===== src/rtl/accum_datapath.sv =====
// -----------------------------------------------------------------------------
// accum_datapath
//   Datapath slave of the accumulator-machine controller. Holds the
//   accumulator (Acc), general register (Reg), program counter (PC),
//   instruction register (IR) and the Z/C flags. It executes the per-cycle
//   load/select strobes from the controller and returns Opcode/Z/C.
//
//   Optional build macro: DP_OVF_FLAG_EN
//     When defined, adds output V. V is the signed overflow of ADD/SUB,
//     captured on ALU loads of Acc. Other ALU ops clear V on such loads.
//     When undefined, port V and its logic are absent.
//
// Ports
//   CLK      in   system clock, all state changes on posedge
//   CLB      in   synchronous active-high reset, overrides every strobe
//   SelALU   in   [3:0] ALU operation select
//   SelAcc   in   [1:0] Acc source: x1=ALU, 10=Reg, 00=immediate
//   LoadAcc  in   Acc <= selected source (Z always, C on ALU loads)
//   LoadReg  in   Reg <= Acc (pre-edge value)
//   LoadPC   in   PC <= branch target (priority over IncPC)
//   SelPC    in   branch target: 0=Reg, 1=immediate
//   IncPC    in   PC <= PC+1 (wrapping)
//   LoadIR   in   IR <= InstrIn
//   InstrIn  in   [IMM_W+3:0] instruction word for the current PCAddr
//   PCAddr   out  [ADDR_W-1:0] current PC
//   Opcode   out  [3:0] upper four IR bits
//   V        out  overflow flag (DP_OVF_FLAG_EN builds only)
//   Z        out  zero flag
//   C        out  carry flag
// -----------------------------------------------------------------------------
module accum_datapath #(
  parameter int DATA_W = 4,
  parameter int ADDR_W = 4,
  parameter int IMM_W  = 4
) (
  input  logic              CLK,
  input  logic              CLB,
  input  logic [3:0]        SelALU,
  input  logic [1:0]        SelAcc,
  input  logic              LoadAcc,
  input  logic              LoadReg,
  input  logic              LoadPC,
  input  logic              SelPC,
  input  logic              IncPC,
  input  logic              LoadIR,
  input  logic [IMM_W+3:0]  InstrIn,
  output logic [ADDR_W-1:0] PCAddr,
  output logic [3:0]        Opcode,
`ifdef DP_OVF_FLAG_EN
  output logic              V,
`endif
  output logic              Z,
  output logic              C
);

  localparam int INSTR_W = IMM_W + 4;

  localparam logic [3:0] ALU_ADD = 4'b0001;
  localparam logic [3:0] ALU_SUB = 4'b0010;
  localparam logic [3:0] ALU_NOR = 4'b0011;
  localparam logic [3:0] ALU_SHR = 4'b1100;
  localparam logic [3:0] ALU_SHL = 4'b1011;

  logic [DATA_W-1:0]  acc_r;
  logic [DATA_W-1:0]  reg_r;
  logic [ADDR_W-1:0]  pc_r;
  logic [INSTR_W-1:0] ir_r;
  logic               z_r;
  logic               c_r;

  logic [DATA_W-1:0]  imm_acc_s;
  logic [ADDR_W-1:0]  imm_pc_s;
  logic [ADDR_W-1:0]  reg_pc_s;
  logic [DATA_W-1:0]  alu_res_s;
  logic               alu_c_s;
  logic [DATA_W-1:0]  acc_next_s;
  logic [ADDR_W-1:0]  pc_next_s;

  // Immediate and Reg are zero-extended or truncated to the width of their
  // destination; only the matching generate branch is elaborated.
  if (IMM_W >= DATA_W) begin : g_imm_acc_trunc
    assign imm_acc_s = ir_r[DATA_W-1:0];
  end else begin : g_imm_acc_ext
    assign imm_acc_s = {{(DATA_W-IMM_W){1'b0}}, ir_r[IMM_W-1:0]};
  end

  if (IMM_W >= ADDR_W) begin : g_imm_pc_trunc
    assign imm_pc_s = ir_r[ADDR_W-1:0];
  end else begin : g_imm_pc_ext
    assign imm_pc_s = {{(ADDR_W-IMM_W){1'b0}}, ir_r[IMM_W-1:0]};
  end

  if (DATA_W >= ADDR_W) begin : g_reg_pc_trunc
    assign reg_pc_s = reg_r[ADDR_W-1:0];
  end else begin : g_reg_pc_ext
    assign reg_pc_s = {{(ADDR_W-DATA_W){1'b0}}, reg_r};
  end

  // ALU: combinational on current Acc (A) and Reg (B); unknown codes pass A
  // through and leave the carry as it is.
  always_comb begin
    alu_res_s = acc_r;
    alu_c_s   = c_r;
    case (SelALU)
      ALU_ADD: {alu_c_s, alu_res_s} = {1'b0, acc_r} + {1'b0, reg_r};
      // Subtract as A + ~B + 1 so the carry-out means "no borrow".
      ALU_SUB: {alu_c_s, alu_res_s} = {1'b0, acc_r} + {1'b0, ~reg_r}
                                      + {{DATA_W{1'b0}}, 1'b1};
      ALU_NOR: begin
        alu_res_s = ~(acc_r | reg_r);
        alu_c_s   = 1'b0;
      end
      ALU_SHR: begin
        alu_res_s = {1'b0, acc_r[DATA_W-1:1]};
        alu_c_s   = acc_r[0];
      end
      ALU_SHL: begin
        alu_res_s = {acc_r[DATA_W-2:0], 1'b0};
        alu_c_s   = acc_r[DATA_W-1];
      end
      default: begin
        alu_res_s = acc_r;
        alu_c_s   = c_r;
      end
    endcase
  end

  // Acc source select: bit 0 set picks the ALU regardless of bit 1.
  always_comb begin
    acc_next_s = imm_acc_s;
    case (SelAcc)
      2'b01, 2'b11: acc_next_s = alu_res_s;
      2'b10:        acc_next_s = reg_r;
      2'b00:        acc_next_s = imm_acc_s;
      default:      acc_next_s = imm_acc_s;
    endcase
  end

  // Next PC: branch load beats increment, otherwise hold.
  always_comb begin
    if (LoadPC) begin
      if (SelPC) begin
        pc_next_s = imm_pc_s;
      end else begin
        pc_next_s = reg_pc_s;
      end
    end else if (IncPC) begin
      pc_next_s = pc_r + {{(ADDR_W-1){1'b0}}, 1'b1};
    end else begin
      pc_next_s = pc_r;
    end
  end

  // Architectural state update; Reg takes the pre-edge Acc so a combined
  // LoadAcc/LoadReg with SelAcc=10 swaps the two registers.
  always_ff @(posedge CLK) begin
    if (CLB) begin
      acc_r <= {DATA_W{1'b0}};
      reg_r <= {DATA_W{1'b0}};
      pc_r  <= {ADDR_W{1'b0}};
      ir_r  <= {INSTR_W{1'b0}};
      z_r   <= 1'b0;
      c_r   <= 1'b0;
    end else begin
      if (LoadAcc) begin
        acc_r <= acc_next_s;
        z_r   <= (acc_next_s == {DATA_W{1'b0}});
        if (SelAcc[0]) begin
          c_r <= alu_c_s;
        end
      end
      if (LoadReg) begin
        reg_r <= acc_r;
      end
      if (LoadIR) begin
        ir_r <= InstrIn;
      end
      pc_r <= pc_next_s;
    end
  end

`ifdef DP_OVF_FLAG_EN
  logic alu_v_s;
  logic v_r;

  // Signed overflow: ADD when operand signs match and the result sign
  // differs; SUB when operand signs differ and the result sign leaves A's.
  always_comb begin
    alu_v_s = 1'b0;
    case (SelALU)
      ALU_ADD: alu_v_s = (acc_r[DATA_W-1] == reg_r[DATA_W-1]) &&
                         (alu_res_s[DATA_W-1] != acc_r[DATA_W-1]);
      ALU_SUB: alu_v_s = (acc_r[DATA_W-1] != reg_r[DATA_W-1]) &&
                         (alu_res_s[DATA_W-1] != acc_r[DATA_W-1]);
      default: alu_v_s = 1'b0;
    endcase
  end

  // Overflow flag register, updated only on ALU loads of Acc.
  always_ff @(posedge CLK) begin
    if (CLB) begin
      v_r <= 1'b0;
    end else if (LoadAcc && SelAcc[0]) begin
      v_r <= alu_v_s;
    end else begin
      v_r <= v_r;
    end
  end

  assign V = v_r;
`endif

  assign PCAddr = pc_r;
  assign Opcode = ir_r[INSTR_W-1:IMM_W];
  assign Z      = z_r;
  assign C      = c_r;

endmodule

===== config.mk =====
export PLATFORM = sky130hd
export DESIGN_NAME = accum_datapath
export DESIGN_NICKNAME = d
export VERILOG_FILES = /design/src/rtl/accum_datapath.sv
export SDC_FILE = /design/constraint.sdc
export NUM_CORES = 1
export LEC_CHECK = 0
export ABC_AREA = 1
export CAP_MARGIN = 20
export CORE_MARGIN = 3
export CORE_UTILIZATION = 50
export CTS_CLUSTER_SIZE = 24
export DETAILED_ROUTE_END_ITERATION = 6
export HOLD_SLACK_MARGIN = 0.02
export PLACE_DENSITY = 0.78
export SKIP_LAST_GASP = 1
export SYNTH_ARGS = -nofsm -noshare
export SYNTH_HDL_FRONTEND = slang
export SYNTH_SLANG_ARGS = --single-unit

===== constraint.sdc =====
create_clock -name CLK -period 3.9 [get_ports CLK]
set_clock_uncertainty 0.05 [all_clocks]
set_input_delay 0.39 -clock CLK [delete_from_list [all_inputs] [get_ports CLK]]
set_output_delay 0.39 -clock CLK [all_outputs]
set_load 0.05 [all_outputs]

# ---- Word level (Yosys, flattened, before mapping)
# Cells that the tools add are included.
dict set report word_totals {
  output_inout_bits 10
  wordCells 33
  ff_bits 22
  mem_bits_rw 0
  rom_bits 0
  latchBits 0
  memories 0
  in_bits 22
}
dict set report op_classes {
  n_eq_ne 8
  multipliers 0
  n_addsub 4
  bitwise_logic 3
  shifts 0
  order_cmp 0
  reduce_logical 6
  muxes 6
  div_mod_pow 0
}
# operator n
set ops {}
lappend ops {{4-bit one-hot mux with 5 select lines} 1}
lappend ops {{4-bit two-way mux} 3}
lappend ops {{4-bit one-hot mux with 3 select lines} 1}
lappend ops {{4-bit by 4-bit adder with 5-bit output} 2}
lappend ops {{4-bit by 2-bit == test with 1-bit output, second input constant} 2}
lappend ops {{4-bit == test, second input constant} 2}
lappend ops {{4-bit inverter} 2}
lappend ops {{5-bit by 1-bit adder with 5-bit output, second input constant} 1}
lappend ops {{1-bit one-hot mux with 5 select lines} 1}
lappend ops {{5-bit nonzero test} 1}
lappend ops {{4-bit by 1-bit adder with 4-bit output, second input constant} 1}
lappend ops {{2-bit == test, second input constant} 2}
lappend ops {{4-bit by 1-bit == test with 1-bit output, second input constant} 1}
lappend ops {{4-bit zero test} 1}
lappend ops {{4-bit bitwise OR} 1}
lappend ops {{3-bit AND reduction} 1}
lappend ops {{2-bit by 1-bit == test with 1-bit output, second input constant} 1}
lappend ops {{2-bit zero test} 1}
lappend ops {{2-bit nonzero test} 1}
lappend ops {{2-bit OR reduction} 1}

# ---- Logic depth before layout (Yosys ltp)
# Gate-level depths: netlist of the first run.
dict set report logic_depth {
  word_depth 6
  ltp_mapped 15
  mapped_depth_nobuf 15
}

# ---- Worst setup path before layout of the first run
# Ideal clock, no wire load.
dict set report synth_path {
  kind {reg2reg}
  startpoint {register acc_r[0]}
  endpoint {register z_r (netlist: Z)}
  arrival_ns 1.834
  setup_time_ns 0.070
  t_required_ns 3.780
  path_stages_with_launch 15
  synth_period_minus_slack_ns 1.954
  path_slack_ns 1.946
  path_buffers 0
  cell_sequence {dfxtp_1 > inv_1 > ha_1 > fa_1 > nor2_1 > nor2_1 > nand2_1 > nand2_1 > nor2_1 > nand3_1 > nand2_1 > nand2_1 > nor2_1 > nand3_1 > a21oi_1}
}
dict set report synth_via {
  elab_chain_cells 5
  word_cells_on_any_way 8
  classes_between {3 x add/sub; 2 x mux; 2 x bitwise; 1 x reduce/logical}
}
# item line
set synth_lines {}
lappend synth_lines {{start: declaration} 64} ;# logic [DATA_W-1:0] acc_r;
lappend synth_lines {{start signal: assignment} 158} ;# acc_r <= {DATA_W{1'b0}};
lappend synth_lines {{start signal: assignment} 166} ;# acc_r <= acc_next_s;
lappend synth_lines {{4-bit by 4-bit adder with 5-bit output or 4-bit bitwise OR (tied branches)} {107, 110}}
lappend synth_lines {{5-bit by 1-bit adder with 5-bit output or 4-bit inverter (tied branches)} {108, 110}}
lappend synth_lines {{4-bit one-hot mux with 5 select lines *} 104} ;# case (SelALU)
lappend synth_lines {{4-bit one-hot mux with 3 select lines *} 131} ;# case (SelAcc)
lappend synth_lines {{4-bit zero test *} 167} ;# z_r <= (acc_next_s == {DATA_W{1'b0}});
lappend synth_lines {{end signal: assignment} 167}
lappend synth_lines {{end: declaration} 68} ;# logic z_r;
# Mark *: on every way between the ends. The rest lies on a longest branch, timed or not.
# A chain may end at the register's enable or synchronous reset.

# ---- Worst setup path after layout of the first run
# Ends and elaborated chain as after synthesis.

==> run summary, run 1 <==
The final routed wirelength across all metal layers was 3820 µm; the cell total after placement was 315. Summed over all failing endpoints, the final setup total negative slack is 0 ps. After synthesis, the cell types taking the most area are dfxtp_1 (27%), nand2_1 (12%), ha_1 (10%). The worst vdd rail ir drop is 0.287 mV, and the routed via count divided by cell count is 5.02. The critical-path maximum fanout works out to 5.

The detail route stage leaves a number of antenna-violating nets equal to 0. The number of port buffers was 31; the boundary pin count was 32. The tools report the count of cells resized by post-cts repair as 0. The tightest min-delay check is of the register to register type. The cell area that synthesis handed to floorplanning was 1600 µm². The slew at the pin with the worst max-slew slack is 498 ps. The final layout contains 315 nets. Setup repair after global routing left no endpoint under its margin. Cells with a size suffix above 1 make up 4.33% of the layout. Global routing finished with a remaining overflow of 0. The region available for standard cell placement spans 2900 µm². In this run the number of cells on the critical path is 14. The number of global-route vias before repair was 1,420. The core utilization of the finished layout came out at 68.3%. The die area is 3920 µm². Traced cell by cell, the critical path runs through inv_1, ha_1, fa_1, nor2_1, nor2_1, nand2_1, nand2_1, nor2_1, nand3_1, nand2_1, nand2_1, nor2_1, nand3_1, a21oi_1. The clock-pin slew reported for the worst setup and hold paths after clock tree synthesis is 130 ps.

At the later pin of the worst-skew pair, clock insertion delay measures 310 ps. The estimated wirelength of the detail-placed design is 3020 µm. Dividing the detail-routed wire length by the instance count gives 12.0 µm. The final number of hold-violating endpoints was 0.

The sequential cells in the finished layout cover a total of 440 µm². For this run, the leading register cell type out of synthesis is dfxtp_1. For this block, the via count after detailed routing is 1,601. The floorplan step set the die height to 62.6 µm. Entering global routing, the biggest net connects 20 pins.

The run gives 0 as the final max-slew violation count. The Yosys step of the flow raised 0 warnings. The number of buffer and inverter instances along the worst setup path is 1, and the width of the die is 62.6 µm. The number of nets handed over by synthesis was 285. The worst path uses 58.0% of the clock period. The classification of the worst setup path is register to register.

The detailed-routing iteration count for the pre-antenna-repair pass was 4; the maximum clock insertion buffer count was 2. The endpoint arrival time on the critical path is 2470 ps. The nature of the critical path endpoint is a register. The post-layout instance area is 1980 µm². The number of max-cap violations is 0, and the number of cells on the worst reg-to-reg path is 14. Once the floorplan was initialized, standard cells occupied 55.3% of the core. The setup-violating endpoint count in the final report was 0; the largest stage delay on the critical path was 440 ps. Initial antenna violation count: 0.

The cell accounting for the most synthesized area was dfxtp_1. The cell area after placement was 1930 µm². The signed area change from the synthesized netlist to the final layout was 23.6%; the total of flip-flops plus latches after synthesis was 22. Global routing consumed, over all layers together, 20.4% of the routing resources.

The master cell of the clock root buffer is clkbuf_4. The routability congestion estimate was 0.922. The first global-routing pass estimated 6600 µm of wire.

The cell with the largest stage delay on the worst path was dfxtp_1. The tools report the number of H-tree branching levels as 1. TritonCTS built the clock tree. Counting instances, the worst hold path has a depth of 2. The required time at the endpoint of the critical path was 4110 ps; the power per standard cell area was 309 nW/µm².

STA classifies the critical path startpoint as a register. The CTS sink count was 22; the number of antenna cells inserted was 0. The average cell area after synthesis came out at 6.47 µm². In this design, the largest share of critical-path delay is due to simple AND/OR/NAND/NOR gates. The multi-input logic area is 983 µm², and the total leakage power is 0.950 nW.

The post-layout instance count excluding filler cells was 319. Count of mapped cells out of synthesis: 248. Counting flops with an async set or reset pin after synthesis yields a share of 0%. Counting the fill cells in the layout gives 284.

The run gives 0.442 GHz as the highest attainable clock frequency. The number of setup buffers added after CTS is 0. Counting the buffers created by CTS gives 3. The flow ran to the end, and the final reports show no timing, DRC or antenna violations. The tools report the number of different library cells in the post-synthesis netlist as 25. The number of flops mapped to enable cells by yosys was 0. The worst pin sits at a relative slew slack of 66.7%. In the routed design, unresolved DRC markers number 0. The top cell type by area accounts for 27.5% of the synthesized area. For this design, the CTS-stage hold fixing added 0 buffers. For this block, the initial DRC count from the detailed router was 118. After floorplanning, the core was divided into 19 placement rows. After layout, the minimum clock period comes to 2260 ps. After synthesis, flip-flops and latches occupy 27.5% of the total area.
tightest hold or removal path: stages (launching register included):
cell,delay (ps)
dfxtp_1,330
nand2_1,60
a21oi_1,50
logic make-up (layout without fill, tap and decap cells):
| logic type | after synthesis | in the layout | share of synthesized area [%] |
|---|---|---|---|
| AO/OA/AOI/OAI | 59 | 59 | 19.7 |
| buffers and inverters | 44 | 73 | 11.2 |
| AND/OR/NAND/NOR | 108 | 108 | 28.9 |
| adder cells (fa/ha/maj) | 15 | 15 | 12.6 |
| flip-flops | 22 | 22 | 27.5 |
where the power goes:
part           internal, W  total, W  switching [W]
clock             0.000104  0.000177      0.0000729
sequential        0.000241  0.000257      0.0000167
combinational    0.0000706  0.000178       0.000107
total             0.000415  0.000612       0.000197
cell type report:
type,instances,area share (%)
multi-input cells,182,49.6
flip-flops and latches,22,22.2
inverters,38,7.20
clock inverters,1,1.52
clock buffers,3,1.14
well taps,42,2.65
repair buffers,31,15.7
through the flow:
step	hold slack, ps	setup slack (ps)	total power [W]
after floorplan	398	1950	0.000376
after global placement	403	1660	0.000437
after detailed placement	409	1670	0.000438
after CTS	428	1680	0.000613
after global routing	451	1420	0.000649
final	429	1640	0.000612
cells in the mapped netlist, types with 2 or more instances:
cell type  count
nand2_1       50
inv_1         37
nor2_1        31
o21ai_0       29
dfxtp_1       22
a21oi_1       20
nand3_1       18
ha_1          13
buf_4          4
a31oi_1        3
o211ai_1       3
clkbuf_1       2
fa_1           2
nand2_2        2
nor2_4         2
cells in the final DEF, fill, tap and decap left out, drive strengths merged:
master | synthesis | layout
ha | 13 | 13
nand4 | 1 | 1
a31oi | 3 | 3
a22oi | 1 | 1
fa | 2 | 2
nor2 | 34 | 34
clkbuf | 2 | 3
clkinv | 1 | 1
or2 | 1 | 1
dfxtp | 22 | 22
nand2 | 53 | 53
nand3 | 18 | 18
inv | 37 | 37
bufinv | 0 | 1
o211ai | 3 | 3
o2111ai | 1 | 1
a21oi | 21 | 21
o21ai | 30 | 30
nor3 | 1 | 1
clkdlybuf4s50 | 0 | 31
state kept, by name (all words and copies together), names as in the netlist:
name / flops
C: 1
PCAddr: 4
acc_r: 4
Z: 1
reg_pc_s: 4
ir_r: 8
path summary, 6_finish.rpt:
| check | end | start | slack, ps |
|---|---|---|---|
| worst min register to register | C$_SDFFE_PP0P_ | C$_SDFFE_PP0P_ | 430 |
| worst max-delay path | Z$_SDFFE_PP0P_ | acc_r[0]$_SDFFE_PP0P_ | 1640 |
| worst max register to register | Z$_SDFFE_PP0P_ | acc_r[0]$_SDFFE_PP0P_ | 1640 |
| worst min-delay path | C$_SDFFE_PP0P_ | C$_SDFFE_PP0P_ | 430 |
routing by layer:
layer	GRT usage [%]	share of wire, %	vias up
met3	4.86	5.7	2
met2	30.2	43	45
met5	0	0	-
met1	30.4	51	695
met4	2.48	0.31	0
li1	-	-	859
(Power assumes the default switching activity.)
==> run 2, diff against run 1 <==
==> constraint.sdc (replaced) <==
create_clock -name CLK -period 2.1 [get_ports CLK]
set_clock_uncertainty 0.05 [all_clocks]
set_input_delay 0.21 -clock CLK [delete_from_list [all_inputs] [get_ports CLK]]
set_output_delay 0.21 -clock CLK [all_outputs]
set_load 0.05 [all_outputs]
==> run 2 against run 1 <==
  * Flip-flop and latch count unchanged
  * Total power up 91%
  * Global-route usage up 0.41 points
  * Via count up 7.3%
  * Combinational power up 110%
  * Highest routed layer unchanged
==> run summary, run 2 (synthesis gave the netlist of run 1 again) <==
The logs give 424 ps (-4.86 ps) for the hold slack and 0 (unchanged) for the remaining global-route overflow. The worst slew margin relative to its limit was 66.2% (-0.55 points); the cell depth of the worst min-delay path was 3 (+1). The logs give 3920 µm² (unchanged) for the die area and 1 (unchanged) for the number of H-tree branching levels. The share of total power in combinational logic is 32.0% (+3.0 points). The post-layout minimum cycle time works out to 1990 ps (-276 ps).

The maximum clock insertion buffer count is 2 (unchanged), and the post-layout instance count excluding filler cells is 334 (+4.7%). The run gives 0 (unchanged) as the count of unresolved DRC violations after routing. The remaining antenna violation count after routing was 0 (unchanged); the switching share of total power was 31.8% (-0.34 points). The tools report the startpoint of the most critical hold path as InstrIn[5]. For the register area, the log shows 442 µm² (+0.28%). The DRC violation total after the first TritonRoute iteration came out at 99 (-16%). Cell total after placement: 330 (+4.8%).

The run gives 1920 µm (-2.0%) as the wire length the detailed router placed on met1. The multi-input logic area came out at 997 µm² (+1.4%). The tools report the global-route wire length before repair as 6690 µm (+1.4%). For the final max-slew violation count, the log shows 0 (unchanged). The worst setup path is of the register to register kind. The endpoint arrival time on the critical path is 2190 ps (-280 ps), and the highest attainable clock frequency is 0.504 GHz (+14%). Slew at the pin with the worst max-slew slack: 507 ps (+9.27 ps).

Ratio of cells with drive above 1 in the final layout: 11.6% (+7.3 points). The worst vdd rail ir drop was 0.560 mV (+95%); the routed wire length on met3 was 355 µm (+64%). The tools report the number of max-cap violations as 0 (unchanged). The logs give 4 (unchanged) for the detailed-routing iteration count for the pre-antenna-repair pass and 0 ps (unchanged) for the final setup TNS. The total length of routed met2 wires came out at 1760 µm (+7.9%). The clock latency reported for the late side of the worst-skew pair is 310 ps (about the same). The tools report the post-layout instance area as 2110 µm² (+6.4%). The total number of placement rows came out at 19 (unchanged). Among cell families on the critical path, the largest total delay comes from simple AND/OR/NAND/NOR gates.

The most numerous cell type found on the critical path is nand3_1. The worst hold path terminates at ir_r[5]$_SDFFE_PP0P_. Compared with the post-synthesis result, the final layout area differs by 31.5%. Traced cell by cell, the critical path runs through ha_1, fa_1, or2_2, nand3_1, nand3_1, nand2_1, nand2_1, nor2_1, nand3_1, a21oi_1. The routability congestion estimate was 0.992 (+7.6%); the part of the total power dissipated in the clock network was 27.9% (-1.0 points). The chip height is 62.6 µm (unchanged). Path type of the worst min-delay path: input port to register. Setup repair after global routing could not meet its margin everywhere.

Boundary pin count: 32 (unchanged). The number of cells on the worst reg-to-reg path is 10 (-4), and the initial antenna violation count is 0 (unchanged). The number of hold-repair buffers added at the cts stage was 0 (unchanged); the routed wirelength normalized by instance count was 12.1 µm (+1.3%). The logs give 1,718 (+7.3%) for the detailed-route via count and 0 (unchanged) for the final number of hold-violating endpoints.

The power per standard cell area is 553 nW/µm² (+79%). The cell-internal power came out at 0.000796 W (+92%). Cell with the largest stage delay on the worst path: fa_1. The routed via count divided by cell count came out at 5.14 (+2.5%). The largest net degree at the start of global routing is 20 (unchanged). The CTS sink count was 22 (unchanged); the number of antenna cells inserted was 0 (unchanged). The flip-flop count of the largest register after layout works out to 8 (unchanged). The sequential group share of total power is 40.1% (-2.0 points), and the total number of nets in the final design is 330 (+4.8%).

The run gives 3300 µm (+9.2%) as the estimated wirelength of the detail-placed design. The setup-violating endpoint count in the final report was 0 (unchanged). The number of buffer and inverter instances along the worst setup path works out to 0 (-1).

After detailed routing, no signal wire sits above met4. For the cell area after placement, the log shows 2040 µm² (+5.8%). The run gives 55.3% (unchanged) as the initial cell density of the core. Sort of element at the start of the critical path: a register.

Leaving out fill and tap cells, the most frequent cell in the layout is nand2_1. The final routed wirelength across all metal layers was 4050 µm (+6.0%); the power dissipated by switching net loads was 0.000371 W (+89%). The endpoint identified for the worst register-to-register timing path is Z$_SDFFE_PP0P_. The clock-pin slew reported for the worst setup and hold paths after clock tree synthesis is 130 ps (about the same). The slack of the worst reg-to-reg path was 110 ps (-1520 ps); the critical-path maximum fanout was 5 (unchanged). The final period utilization came out at 94.6% (+37 points). The worst reg2reg path startpoint is acc_r[0]$_SDFFE_PP0P_. The number of global-route vias before repair was 1,478 (+4.1%); the largest stage delay on the critical path was 390 ps (-50 ps). The number of port buffers is 31 (unchanged).

The total leakage power was 1.02 nW (+7.6%). The nature of the critical path endpoint was a register. The total routing usage reported by global routing was 20.8% (+0.41 points).

The run finished with clean final reports. The TritonCTS buffer count is 3 (unchanged). The width of the die is 62.6 µm (unchanged). The required time at the endpoint of the critical path was 2300 ps (-1810 ps); the area of the core region was 2900 µm² (unchanged). Leaving out fill and tap cells, the most frequent cells in the layout are nand2_1 (50), inv_1 (36), clkdlybuf4s50_1 (31), nor2_1 (30), o21ai_0 (29).

The tree is rooted in a clkbuf_4. The run gives 271 (-4.6%) as the fill cell instance count of the final layout. TritonCTS built the clock tree. Counting flops per register, the top entry is ir_r.
==> run 2: cell types whose count changed in the layout (fill, tap and decap cells not counted), sizes merged <==
cell  change
buf      +15
==> run 2: area by class of cell <==
class / instances / area share, %
multi-input cells: 182 / 47.3
flip-flops and latches: 22 / 20.9
repair buffers: 46 / 20.0
inverters: 38 / 6.76
well taps: 42 / 2.49
clock inverters: 1 / 1.42
clock buffers: 3 / 1.07
==> run 2: power groups by stage <==
stage	Combinational, W	Clock (W)	Sequential [W]
4_1_cts	0.000367	0.000329	0.000468
3_5_place_dp	0.000365	0	0.000477
3_3_place_gp	0.000363	0	0.000476
5_1_grt	0.000412	0.000346	0.000473
6_report	0.000373	0.000326	0.000468
2_1_floorplan	0.000192	0	0.000507
==> run 2: worst max path at each step <==
stage	start	endpoint	slack, ps	cells past startpoint
finish	acc_r[0]$_SDFFE_PP0P_	Z$_SDFFE_PP0P_	110	10
global route	acc_r[0]$_SDFFE_PP0P_	Z$_SDFFE_PP0P_	-7	10
CTS	acc_r[0]$_SDFFE_PP0P_	Z$_SDFFE_PP0P_	50	14
detailed placement	acc_r[0]$_SDFFE_PP0P_	Z$_SDFFE_PP0P_	40	14
global placement	acc_r[0]$_SDFFE_PP0P_	acc_r[1]$_SDFFE_PP0P_	80	12
floorplan	acc_r[0]$_SDFFE_PP0P_	Z$_SDFFE_PP0P_	150	14
==> run 2: what timing repair did <==
action | 4_1_cts | 5_1_grt
setup endpoints to repair | 1 | 3
pin swaps | 0 | 3
setup buffers | 0 | 0
resized for setup | 1 | 6
==> run 2: worst min-delay path: cells and delay by family <==
| kind | cells | cell delay (ps) |
|---|---|---|
| and+or+nand+nor | 2 | 150 |
| buffers and inverters | 1 | 390 |
==> run 2: routing by layer <==
layer / GRT usage [%] / vias up
met3: 5.76 / 2
met5: 0 / -
met2: 31.4 / 68
met4: 3.31 / 0
met1: 29.7 / 757
li1: - / 891
==> run 2: metrics by stage <==
| stage | total power (W) | util, % | setup WS [ps] |
|---|---|---|---|
| floorplan | 0.000699 | - | 146 |
| global placement | 0.000839 | 70.4 | 78.9 |
| detailed placement | 0.000842 | 70.4 | 44.3 |
| CTS | 0.00116 | 72.3 | 48.9 |
| global route | 0.00123 | 72.7 | -7.20 |
| finish | 0.00117 | 72.7 | 114 |
==> patch 1, RTL diff (config.mk and constraints of run 2) <==
Remove the case item `ALU_ADD` of the case on `SelALU`.
--- a/src/rtl/accum_datapath.sv
+++ b/src/rtl/accum_datapath.sv
@@ -102,7 +102,6 @@
     alu_res_s = acc_r;
     alu_c_s   = c_r;
     case (SelALU)
-      ALU_ADD: {alu_c_s, alu_res_s} = {1'b0, acc_r} + {1'b0, reg_r};
       // Subtract as A + ~B + 1 so the carry-out means "no borrow".
       ALU_SUB: {alu_c_s, alu_res_s} = {1'b0, acc_r} + {1'b0, ~reg_r}
                                       + {{DATA_W{1'b0}}, 1'b1};
Check against the original RTL: not equivalent (Yosys sat finds a counterexample within 4 cycles, from zero or initial values).
==> patch 1 against run 2 <==
  * Wire length is 13% lower
  * Worst setup slack improved by 19 ps
  * Sequential cell count unchanged
  * Critical path depth grew 2
  * Power decreased by 12%
  * Cell area decreased by 15%
  * Synthesized cell count shrank 16%
  * Area after synthesis decreased by 11%
  * Critical path type unchanged
==> patch 1: results (changes against run 2) <==
run status finished, final reports clean; synth cell count leaders 31 x inv_1, 29 x o21ai_0, 23 x nand2_1, 22 x dfxtp_1, 22 x nor2_1; top cells by area, synth dfxtp_1 31%, o21ai_0 10%, inv_1 8.1%, ha_1 7.9%, a21oi_1 6.7%; worst-margin pin slew 504 ps (-3.41 ps); register with the most flip-flops ir_r; number of DRC markers in iteration 0 67 (-32%); CTS H-tree lvls 1 (unchanged); adder-cell area share of the yosys netlist 0.0928 (-0.0335); HPWL after DPL 2760 um (-16%); leakage 0.811 nW (-21%); Root Driver clkbuf_4; largest net degree at the start of global routing 19 (-5.0%); CP max FO 4 (-1); fin. max-slew vios 0 (unchanged); worst slack, placed 94.1 ps (+49.8 ps); Worst path slowest cell dfxtp_1; Residual DRC 0 (unchanged); Int Power 0.678 mW (-15%); Unique masters post-synth 31 (+24%); number of diodes 0 (unchanged); XOR/XNOR Fraction of Synth Area 0 (unchanged); Post-CTS Resized 0 (-1); WL per Instance 13.0 um (+7.3%); post-route insts no fill 270 (-19%); Power Density 569 nW/um2 (+2.9%); Clock Latency Late Sink 310 ps (about the same); Seq group 0.473 mW (+1%); cts bufs inserted 3 (unchanged); VDD IR max 0.635 mV (+14%); Largest delay share family, worst path adder cells; CP arrival 2180 ps; Synth Instances 208 (-16%); global-route wire length before repair 5620 um (-16%); RD Place Congestion 0.861 (-13%); fillcell total 235 (-13%); multi-input logic area 822 um2 (-18%); vias in the first global route 1,341 (-9.3%); syn nets 240 (-16%); layout cells sized above 1 0.0917 (-0.0248); Tot GR Track Use 0.206 (-0.00121); comb pwr 0.310 mW (-17%); DR vias/cell 5.46 (+6.1%); Placement Cell Area 1760 um2 (-14%); Synth Area in Compound Gates 0.231 (+0.0338); sequential fraction of the synthesis area 0.308 (+0.0337); CP peak stage delay 430 ps (+40 ps)
==> patch 1: cell type report <==
cell class	instances	share of cell area
multi-input combinational	145	0.457
sequential	22	0.246
timing repair buffer	33	0.181
inverter	36	0.0752
tap	30	0.0209
clock buffer	4	0.0202
==> patch 1: path summary, 6_finish.rpt <==
kind,start,to,slack [ps],cells past startpoint
min reg2reg,ir_r[1],ir_r[1],450,2
max,reg_pc_s[0],Z,130,12
min,InstrIn[2],ir_r[2],420,3
max reg2reg,reg_pc_s[0],Z,130,12
==> patch 1: kinds of logic (layout without fill, tap and decap cells) <==
logic type | count (synthesis) | in the layout
and+or+nand+nor | 75 | 75
AOI/OAI and AO/OA | 60 | 60
buffers and inverters | 41 | 73
DFF | 22 | 22
adders and majority gates | 10 | 10
==> patch 1: layer usage <==
layer / up-vias / track usage / part of all wire
li1: 753 / - / -
met1: 666 / 0.274 / 0.46
met2: 52 / 0.345 / 0.47
met3: 2 / 0.0436 / 0.071
met4: 0 / 0.0388 / 0.0040
met5: - / 0 / 0
==> patch 2, RTL diff (config.mk and constraints of run 2) <==
Without the edit above. The parameter `IMM_W` goes from 4 to 5.
--- a/src/rtl/accum_datapath.sv
+++ b/src/rtl/accum_datapath.sv
@@ -31,7 +31,7 @@
 module accum_datapath #(
   parameter int DATA_W = 4,
   parameter int ADDR_W = 4,
-  parameter int IMM_W  = 4
+  parameter int IMM_W  = 5
 ) (
   input  logic              CLK,
   input  logic              CLB,
Interface: changed (resized InstrIn); port bits go from 32 to 33. No check against the original RTL was run, so the function may have changed too.
==> patch 2 against run 2 <==
  * Worst setup slack got worse by 9.1 ps
  * Sequential cell count did not move
  * Synthesized cell count fell by 1.6%
  * Area after synthesis rose by 2.0%
  * Power rose by 0.49%
  * Cell area rose by 0.77%
  * Count of clock-buffer cells in the layout did not move
  * Wire length fell by 1.2%
==> patch 2: results (changes against run 2) <==
CP max FO 3 (-2); CTS H-tree lvls 1 (unchanged); layout cells sized above 1 0.154 (+0.0371); worst rel slew slack 0.662 (+0.000959); syn nets 282 (-1.1%); Unique masters post-synth 30 (+20%); run status finished, final reports clean; Synth Instances 244 (-1.6%); post-route insts no fill 324 (-3.0%); fillcell total 284 (+4.8%); top cells by area, synth dfxtp_1 27%, ha_1 9.9%, nand2_1 9.4%, o21ai_0 8.9%, inv_1 7.6%; largest net degree at the start of global routing 19 (-5.0%); worst hold path class flip-flop to flip-flop; WL per Instance 12.4 um (+1.9%); vias in the first global route 1,485 (+0.47%); register with the most flip-flops ir_r; sequential fraction of the synthesis area 0.269 (-0.00546); vias 1,651 (-3.9%); Tot GR Track Use 0.206 (-0.00155); adder-cell area share of the yosys netlist 0.124 (-0.00251); worst slack, placed 33.7 ps (-10.6 ps); HPWL after DPL 3110 um (-5.7%); leakage 0.979 nW (-4.3%); CP arrival 2210 ps (+20 ps); number of DRC markers in iteration 0 147 (+48%); global-route wire length before repair 6670 um (-0.42%); synth cell count leaders 41 x nand2_1, 33 x inv_1, 29 x o21ai_0, 28 x nor2_1, 22 x dfxtp_1; RD Place Congestion 0.873 (-12%); Synth Area in Compound Gates 0.204 (+0.00678); VDD IR max 0.488 mV (-13%)
-- patch 2: worst paths after layout --
| check | start | to | slack, ps | cells after the start |
|---|---|---|---|---|
| hold reg to reg | C | C | 420 | 2 |
| hold / removal | C | C | 420 | 2 |
| setup reg to reg | reg_pc_s[0] | Z | 100 | 10 |
| setup / recovery | reg_pc_s[0] | Z | 100 | 10 |
-- patch 2: final cells by class --
cell class              instances  area share
multi-input cells             178       0.496
flip-flops and latches         22       0.212
repair buffers                 40       0.178
inverters                      36      0.0636
well taps                      44      0.0259
clock inverters                 1      0.0141
clock buffers                   3      0.0106
-- patch 2: repair_timing --
item | in CTS | in global routing
gates cloned | 0 | 0
hold buffers | 0 | 0
pin swaps | 1 | 10
setup endpoints to repair | 1 | 3
gates resized for setup | 2 | 15
-- patch 2: critical path: stages, from the launching register on --
cell     delay [ps]
dfxtp_2         370
ha_1            220
fa_2            370
or2_2           300
nand3_1          80
nand3_1          80
nand2_1          80
nand2_1          50
nor2_1           80
nand3_1         120
a21oi_2         150
-- patch 2: cell families (layout without fill, tap and decap cells) --
kind of cell | Yosys count | after routing
compound gates | 61 | 61
fa+ha+maj | 15 | 15
buf+inv | 44 | 80
flops | 22 | 22
simple gates | 102 | 102
-- patch 2: routing by layer --
| layer | global-route usage | routed length, um | vias up |
|---|---|---|---|
| met5 | 0 | 0 | - |
| met4 | 0.0458 | 61 | 0 |
| met3 | 0.0446 | 218 | 9 |
| met2 | 0.333 | 1800 | 51 |
| met1 | 0.281 | 1920 | 728 |
| li1 | - | - | 863 |
-- patch 2: metrics by stage --
step                hold slack, ps  cell area [um2]  power [mW]
floorplan                      222             1640       0.705
global placement               406             2020       0.832
detailed placement             412             2020       0.837
CTS                            416             2080        1.16
global route                   424             2130        1.24
finish                         425             2130        1.17
-- patch 2: report_power, final --
part           switching (mW)  internal, mW  total, mW
registers              0.0255         0.447      0.473
logic                   0.219         0.154      0.373
clock network           0.134         0.193      0.327
total                   0.378         0.795       1.17
